### src/rtl/writeback_bus_arbiter.sv
// rtl/writeback_bus_arbiter.sv - round-robin arbiter for the shared writeback bus
// Grants one execution-unit writeback per cycle and registers it onto the WB_* bus.
module writeback_bus_arbiter #(
  parameter int NUM_REQ         = 3,
  parameter int PHYS_REG_WIDTH  = 6,
  parameter int ROB_INDEX_WIDTH = 5,
  parameter int WORD_WIDTH      = 32
) (
  input  logic                                 CLK,
  input  logic                                 RST,
  input  logic [NUM_REQ-1:0]                   req_valid,
  input  logic [NUM_REQ*PHYS_REG_WIDTH-1:0]    req_phys_reg_tag,
  input  logic [NUM_REQ*WORD_WIDTH-1:0]        req_data,
  input  logic [NUM_REQ*ROB_INDEX_WIDTH-1:0]   req_ROB_index,
  output logic [NUM_REQ-1:0]                   req_ready,
  input  logic                                 flush,
  output logic                                 WB_valid,
  output logic [PHYS_REG_WIDTH-1:0]            WB_phys_reg_tag,
  output logic [WORD_WIDTH-1:0]                WB_data,
  output logic [ROB_INDEX_WIDTH-1:0]           WB_ROB_index
);

  localparam int PTR_W = (NUM_REQ > 1) ? $clog2(NUM_REQ) : 1;
  localparam logic [PTR_W:0]   NUM_REQ_W = (PTR_W+1)'(NUM_REQ);
  localparam logic [PTR_W-1:0] LAST_IDX  = PTR_W'(NUM_REQ - 1);

  logic [PTR_W-1:0]           rr_ptr;
  logic [PTR_W-1:0]           rr_ptr_nxt;
  logic [NUM_REQ-1:0]         grant;
  logic [PTR_W-1:0]           grant_idx;
  logic                       grant_any;
  logic [PTR_W:0]             scan;
  logic [PHYS_REG_WIDTH-1:0]  sel_tag;
  logic [WORD_WIDTH-1:0]      sel_data;
  logic [ROB_INDEX_WIDTH-1:0] sel_rob;

  // Scan from rr_ptr upward (mod NUM_REQ); the first valid requester wins.
  always_comb begin
    grant     = '0;
    grant_idx = '0;
    grant_any = 1'b0;
    scan      = '0;
    for (int k = 0; k < NUM_REQ; k++) begin
      scan = {1'b0, rr_ptr} + (PTR_W+1)'(k);
      if (scan >= NUM_REQ_W) begin
        scan = scan - NUM_REQ_W;
      end
      if (!grant_any && !flush && req_valid[scan[PTR_W-1:0]]) begin
        grant[scan[PTR_W-1:0]] = 1'b1;
        grant_idx              = scan[PTR_W-1:0];
        grant_any              = 1'b1;
      end
    end
  end

  assign req_ready = grant;

  always_comb begin
    sel_tag  = '0;
    sel_data = '0;
    sel_rob  = '0;
    for (int i = 0; i < NUM_REQ; i++) begin
      if (grant[i]) begin
        sel_tag  = req_phys_reg_tag[i*PHYS_REG_WIDTH +: PHYS_REG_WIDTH];
        sel_data = req_data[i*WORD_WIDTH +: WORD_WIDTH];
        sel_rob  = req_ROB_index[i*ROB_INDEX_WIDTH +: ROB_INDEX_WIDTH];
      end
    end
  end

  always_comb begin
    rr_ptr_nxt = rr_ptr;
    if (grant_any) begin
      rr_ptr_nxt = (grant_idx == LAST_IDX) ? '0 : grant_idx + PTR_W'(1);
    end
  end

  // Payload registers hold their last value when idle so downstream never sees junk.
  always_ff @(posedge CLK or posedge RST) begin
    if (RST) begin
      rr_ptr          <= '0;
      WB_valid        <= 1'b0;
      WB_phys_reg_tag <= '0;
      WB_data         <= '0;
      WB_ROB_index    <= '0;
    end else begin
      rr_ptr   <= rr_ptr_nxt;
      WB_valid <= grant_any;
      if (grant_any) begin
        WB_phys_reg_tag <= sel_tag;
        WB_data         <= sel_data;
        WB_ROB_index    <= sel_rob;
      end
    end
  end

endmodule

### config.mk
export PLATFORM = sky130hd
export DESIGN_NAME = writeback_bus_arbiter
export DESIGN_NICKNAME = d
export VERILOG_FILES = /design/src/rtl/writeback_bus_arbiter.sv
export SDC_FILE = /design/constraint.sdc
export NUM_CORES = 1
export LEC_CHECK = 0
export BUFFER_PORTS_ARGS = -buffer_cell sky130_fd_sc_hd__buf_2
export CORE_MARGIN = 2
export CORE_UTILIZATION = 43
export DETAILED_ROUTE_END_ITERATION = 16
export PLACE_DENSITY = 0.82
export SLEW_MARGIN = 30
export SYNTH_ARGS = -nofsm -noshare
export SYNTH_HDL_FRONTEND = slang
export SYNTH_SLANG_ARGS = --single-unit
### constraint.sdc
create_clock -name CLK -period 2.9 [get_ports CLK]
set_input_delay 0.435 -clock CLK [delete_from_list [all_inputs] [get_ports CLK]]
set_output_delay 0.435 -clock CLK [all_outputs]
set_load 0.005 [all_outputs]
* Word level (Yosys, flattened, before mapping)
Index checks and enable logic that the tools add are counted.
Cells by class: $lt $le $gt $ge 9, add/subtract/negate cells 6, equal/unequal tests 1, reduce and logical (&&, ||, !) cells 11, muxes and demuxes 34, bitwise logic cells 2
Operators with widths (number):
- $mux 32 | 3
- $mux 6 | 3
- $mux 5 | 3
- $mux 2 | 7
- $lt 2x3->1 const B | 3
- $mux 1 | 9
- $mux 3 | 3
- $logic_and 1x1->1 | 8
- $bmux 1 s2 | 3
- $demux 1 s2 | 3
- $ge 2x1->1 const B | 3
- $ge 3x2->1 const B | 2
- $or 3x3->3 | 2
- $sub 2x2->2 const B | 3
- $add 2x1->3 const B | 1
- $add 2x2->3 const B | 1
- $logic_not 1->1 | 3
- $add 2x1->2 const B | 1
- $eq 2x2->1 const B | 1
- $ge 2x2->1 const B | 1
Storage, ports and cells: output and inout port bits 47, register bits 46, logic and storage cells 68, bits of input ports 135

* Depth between registers and ports, before layout
Gate-level depths: netlist of run 1.
depth in word-level cells 17, mapped depth 11, mapped depth without buffers 8

* Worst setup path after synthesis of run 1
OpenSTA, ideal clock, no wires.
kind register to output, start reg rr_ptr[1], end out req_ready[1], arrival 2.158 ns, required time 2.465 ns, path slack 0.307 ns, cell stages (with the launch flop) 9, buffers on the path 2, cell sequence dfrtp_1 -> inv_1 -> ha_1 -> mux2i_1 -> o21ai_0 -> nor4_1 -> or2_1 -> buf_2 -> buf_6
Between the ends: word-level cells in the longest chain between the ends 14, elaborated cells on any way between the ends 46, classes of those cells add/sub: 5; order compare: 9; mux: 20; bitwise: 2; reduce/logical: 10
RTL lines:
- start: declaration | line 27 | logic [PTR_W-1:0] rr_ptr;
- start signal: assignment | line 87 | rr_ptr <= rr_ptr_nxt;
- branches (longest 13 deep; another with $add 2x1->3)
- $mux 3 (*) | line 48 | if (!grant_any && !flush && req_valid[scan[PTR_W-1:0]]) begin
- end: declaration | line 15 | output logic [NUM_REQ-1:0] req_ready,
Every way passes the cells marked *. The select of a mux whose other input is x is not followed.

* Worst setup path after layout of run 1
Ends and elaborated chain as after synthesis.

==> results of run 1 <==
-- timing repair --
action | in CTS | in global routing
resized for setup | 3 | 5
endpoints found under the hold margin | 0 | 0
cloned | 1 | 0
buffers inserted | 1 | 2
endpoints found under the setup margin | 2 | 18
-- synthesized netlist by cell type (all sizes together) --
library cell	count	area (µm²)
a211o	1	8.760
clkbuf	10	37.54
or2	2	12.52
or4	1	11.26
nand3b	2	15.01
mux2	2	26.27
a21oi	3	15.01
o2bb2ai	1	8.760
nor4	1	6.260
or2b	1	7.510
a32o	1	10.01
and3b	1	8.760
dfrtp	46	1151
nor2b	1	6.260
a31oi	2	12.51
ha	4	50.05
o21ai	4	20.01
a211oi	2	27.53
inv	7	26.28
mux2i	3	30.03
nand2b	2	12.51
nor3	1	5.000
buf	13	125.1
nor2	50	187.7
a41oi	1	8.760
nand2	4	15.01
a221oi	43	626.9
o2111a	1	11.26
o22ai	45	281.5
-- cell type report --
class / instances / area [µm²]
clock inverter: 1 / 8.758
clock buffer: 7 / 86.33
fill: 504 / 2316
sequential: 46 / 1151
multi-input combinational: 180 / 1511
timing repair buffer: 197 / 1080
tap: 77 / 96.34
inverter: 7 / 27.53
-- cells in the final DEF (no fill, tap or decap), types with 2 or more instances in the layout --
cell,instances
buf_12,4
dfrtp_1,46
o21ai_0,3
a221oi_2,40
mux2i_1,2
clkbuf_8,6
a21oi_1,2
a221oi_1,3
nand2_1,4
buf_4,11
nand2b_1,2
nand3b_1,2
ha_1,2
nor2_1,50
buf_2,181
ha_2,2
inv_1,6
o22ai_1,44
-- sequential cells by signal (all words and copies together) (netlist names) --
register and cells:
WB_phys_reg_tag 6, WB_data 32, WB_ROB_index 5, WB_valid 1, rr_ptr 2
-- path summary, 6_finish.rpt --
path                               from           end  slack (ns)  depth (start not counted)
min                                 RST   WB_data[18]        0.25                          2
max reg2reg                   rr_ptr[0]   WB_data[17]        0.17                          8
max in group asynchronous           RST   WB_data[11]        2.19                          2
min in group CLK           req_data[93]   WB_data[29]        0.37                          3
max                           rr_ptr[1]  req_ready[1]        0.11                          8
min reg2reg                  WB_data[8]    WB_data[8]        0.54                          2
-- metal layers --
metal  wire, µm  global-route usage, %  vias to the layer above  part of all wire (%)
li1           -                      -                     1377                     -
met4        198                  10.56                        0                   2.3
met3        720                  5.015                       19                   8.3
met5          0                      0                        -                     0
met2       4463                  42.78                      169                    51
met1       3342                  27.65                     1359                    38
-- critical path, cell delays in order, from the launching register on --
cell and delay (ns):
dfrtp_1 0.41, inv_1 0.11, ha_2 0.26, mux2i_1 0.22
o21ai_1 0.11, buf_4 0.20, nor4_2 0.32, or2_4 0.28
buf_2 0.15
-- cell families after synthesis --
family,count (synthesis),share of synthesized area (%)
AOI/OAI and AO/OA,104,37.29
adders and majority gates,4,1.810
buffers and inverters,30,6.833
DFF,46,41.63
muxes,5,2.036
and+or+nand+nor,66,10.41
-- power groups by stage --
stage               clock network (mW)  logic (mW)  registers (mW)
detailed placement                   0        2.80            1.15
CTS                              0.423        2.85            1.15
floorplan                            0        1.87            1.17
global route                     0.453        3.15            1.18
finish                           0.410        2.90            1.15
global placement                     0        2.71            1.14
==> qor.yml, run 1 <==
crit_type: "reg -> out"
drv_slew: 0
finalPower_mw: 4.459
power_frac_comb_pct: 65.1
utilization_pct: 63.11
antenna_left: 0
outcome: "finished clean"
grt_pass1_wl_um: 13720
maxCapViolations: 0
hold_violations: 0
portBuffers: 181
sw_frac_of_total_pct: 44.12
yosysWarnings: 0
postLayoutCellArea_mm2: 0.003961
timing.final.ws_setup_ns: 0.1139
clk_pin_slew_ns: 0.09
intPower_mw: 2.492
initial_core_util_pct: 44.05
netSwitchingPower_mw: 1.967
cts_buffer_depth: 2
core_area_mm2: 0.006277
p_seq_share_pct: 25.7
cts-root-buf: "clkbuf_8"
drive_gt1_share_pct: 59.59
cp-end-kind: "primary output"
fp.dieArea_mm2: 0.007088
drtPass1Iterations: 5
final.setup.tns_ns: 0
cp-start-kind: "flop"
clkPwrFrac_pct: 9.2
wirelength_um: 8725
yosys_register_bits: 46
post-route-min-period_ns: 2.786
required_ns: 2.47
antenna_cells: 0
dp.cells: 503
peakVddDrop_mv: 0.5620
fin_cells: 515
cts.sink_count: 46
vias_per_cell: 5.678
ys_seq_area_share_pct: 41.63
max_freq_mhz: 358.9
fp.dieH_um: 84.19
syn_area_mm2: 0.002765
postCtsHoldBufs: 0
synthesis.instances: 255
path_max_fanout: 8
gp_congestion: 0.9076
numCtsBuffers: 5
vias: 2924
power.leakage_nw: 1.976
power_per_cell_area_mw_per_mm2: 1126
grt_start_max_net_pins: 47
placed_area_mm2: 0.003797
die_w_um: 84.19
insertion_delay_ns: 0.30
worst-endpoint-arrival_ns: 2.35
ys_types: 36
cts_tree: "built"
wire_per_inst_um: 16.94
setup_violations: 0
antenna_found_initial: 0
worstHoldPathType: "in -> async"
tightestPinTransition_ns: 0.7737
synth_nets: 394
fin_crit_sh_pct: 96.07
route.detailed.drc: 0
io_pins: 182
skew_ns: 0.01457
rows: 29
holdWs_ns: 0.2453
nets: 576
max_slew_margin_pct: 48.36
dp_hpwl_um: 6328
place_ws_ns: 0.09294
synth.avg_cell_area_um2: 10.84
grt-ovfl-total: 0
drtIter0Drc: 92
syn_to_final_growth_pct: 43.26
first_global_vias: 2906
grt.total_usage_pct: 23.97
htree_num_levels: 2
(Power assumes the default switching activity.)
==> run 2, diff against run 1 <==
- ABC_AREA: not set -> 1
- CORE_UTILIZATION: 43 -> 48
- PLACE_DENSITY: 0.82 -> 0.87
- clock period: 2.9 -> 3.3 ns (I/O delays scaled with it)
==> run 2 against run 1 <==
  * First-iteration DRC count up 25%
  * Clock skew shrank 0.0075 ns
  * Largest power group unchanged
  * Sequential cell count stayed put
  * Worst setup slack gained 0.24 ns
  * Combinational power decreased by 6%
  * Hold slack better by 0.056 ns
  * Power down 3.9%
  * Final cell count is 42% higher
  * Sequential power down 10%
  * Clock power rose by 25%
  * Register-to-register slack better by 0.44 ns
  * Critical path depth rose by 3
==> qor.yml, run 2 <==
peakVddDrop_mv: 0.4592
clk_pin_slew_ns: 0.09
placed_area_mm2: 0.004014
htree_num_levels: 2
die_w_um: 84.81
first_global_vias: 3332
max_slew_margin_pct: 48.16
setup_violations: 0
synth_most_common_cell: "nand2_1"
ys_seq_area_share_pct: 36.73
initial_core_util_pct: 49.36
required_ns: 2.80
rsz0062_at_grt: "false"
fp.dieH_um: 84.81
core_area_mm2: 0.006350
grt_pass1_wl_um: 14440
route.detailed.drc: 0
rows: 29
utilization_pct: 65.48
final.setup.tns_ns: 0
wirelength_um: 8840
post-route-min-period_ns: 2.942
crit_top_cell: "nand2_1"
layout_common_cells: "nand2_1 (239), buf_2 (181), inv_1 (52)"
cts_tree: "built"
power_per_cell_area_mw_per_mm2: 1031
numCtsBuffers: 5
grt-ovfl-total: 0
gp_congestion: 0.8632
antenna_left: 0
power.leakage_nw: 2.596
cts-root-buf: "clkbuf_8"
synthesis.instances: 484
skew_ns: 0.007030
syn_to_final_growth_pct: 32.65
worst-endpoint-arrival_ns: 2.45
drive_gt1_share_pct: 33.59
ctsResizeCount: 0
cts_buffer_depth: 2
crit_type: "reg -> out"
nFillCells: 586
ys_types: 22
cp-end-kind: "primary output"
drv_slew: 0
post_cts_buffers: 0
syn_area_mm2: 0.003134
async_reset_ff_share_pct: 100.0
netlist_top_cells_count: "nand2_1 (239), inv_1 (53), dfrtp_1 (46), a21oi_1 (43), nand3_1 (42)"
drtPass1Iterations: 5
worstHoldPathType: "in -> async"
fin_cells: 732
cp-start-kind: "flop"
drtIter0Drc: 115
maxCapViolations: 0
max_freq_mhz: 340.0
grt.total_usage_pct: 24.47
synth_flop_cell: "dfrtp_1"
dp_hpwl_um: 6690
antenna_cells: 0
wire_per_inst_um: 12.08
fin_crit_sh_pct: 89.14
yosys_register_bits: 46
tightestPinTransition_ns: 0.7767
top_regs: "WB_data: 32 flops, WB_phys_reg_tag: 6 flops, WB_ROB_index: 5 flops"
synth_nets: 623
largest_register_ffs: 32
cts.sink_count: 46
postCtsHoldBufs: 0
fp.dieArea_mm2: 0.007192
insertion_delay_ns: 0.30
postLayoutCellArea_mm2: 0.004158
netlist_top_cells_area: "dfrtp_1 (37%), nand2_1 (29%), a21oi_1 (6.9%)"
vias_per_cell: 4.898
outcome: "finished clean"
crit_chain: "inv_1 -> ha_1 -> inv_2 -> nand2_1 -> nand3_1 -> nand2_1 -> nand3_1 -> nor2_2 -> nand2_1 -> nand2_2 -> buf_2"
cp_slowest_stage_delay_ns: 0.41
finalPower_mw: 4.285
io_pins: 182
yosysTopAreaCellShare_pct: 36.73
yosysTopAreaCell: "dfrtp_1"
antenna_found_initial: 0
yosysWarnings: 0
layout_commonest_cell: "nand2_1"
synth_edf_count: 0
nets: 793
synth.avg_cell_area_um2: 6.476
critical-path-slowest-cell: "ha_1"
vias: 3585
portBuffers: 181
path_max_fanout: 30
hold_violations: 0
top_register: "WB_data"
grt_start_max_net_pins: 47
dp.cells: 724
run 2: cell count changes in the layout (fill, tap and decap cells not counted), sizes merged, moves of 43 or more:
cell	delta
nand2	+239
nand3	+52
inv	+50
o22ai	-45
a221oi	-43
nor2	-43
run 2: through the flow:
stage / hold WS (ns) / setup slack [ns]
2_1_floorplan: 0.4724 / 1.187
3_3_place_gp: 0.4571 / 0.7699
3_5_place_dp: 0.4607 / 0.6715
4_1_cts: 0.4350 / 0.3948
5_1_grt: 0.3584 / 0.1552
6_report: 0.3010 / 0.3584
run 2: cell type report:
| class | count | area (µm²) | area share (%) |
|---|---|---|---|
| Clock inverter | 2 | 60.06 | 1.444 |
| Inverter | 58 | 221.5 | 5.326 |
| Multi-Input combinational cell | 355 | 1588 | 38.19 |
| Sequential cell | 46 | 1151 | 27.69 |
| Timing Repair Buffer | 188 | 958.4 | 23.05 |
| Clock buffer | 6 | 82.58 | 1.986 |
| Tap cell | 77 | 96.34 | 2.317 |
run 2: cells by family after synthesis:
logic type                 Yosys count  synth area share [%]
DFF                                 46                 36.73
AOI/OAI and AO/OA                   47                 7.585
adders and majority gates            4                 1.597
buffers and inverters               83                 12.77
and+or+nand+nor                    304                 41.32
run 2: routing by layer:
layer  share of wire (%)  vias up  wire [µm]  track usage (%)
met4                 1.0        0         92            6.782
met3                 7.1        8        624            4.916
li1                    -     1820          -                -
met2                  50      154       4386            43.24
met1                  42     1603       3737            30.38
met5                   0        -          0                0
run 2: final timing paths:
check | start | endpoint | slack (ns) | cells after the start
setup / recovery | rr_ptr[0] | req_ready[2] | 0.36 | 11
hold / removal | RST | WB_phys_reg_tag[0] | 0.30 | 2
setup reg to reg | rr_ptr[0] | WB_data[19] | 0.61 | 14
hold reg to reg | WB_data[12] | WB_data[12] | 0.48 | 2
max in group asynchronous | RST | WB_data[11] | 2.53 | 2
min in group CLK | req_phys_reg_tag[13] | WB_phys_reg_tag[1] | 0.47 | 5
run 2: where the power goes:
part | total [mW] | switching (mW) | internal (mW)
sequential | 1.03 | 0.151 | 0.880
clock | 0.511 | 0.188 | 0.323
combinational | 2.74 | 1.75 | 0.992
run 2: worst max-delay path: cells and delay by family, from the launching register on:
kind | cells | cell delay, ns
adder cells (fa/ha/maj) | 1 | 0.41
buffers and inverters | 3 | 0.36
flip-flops | 1 | 0.38
AND/OR/NAND/NOR | 7 | 0.98
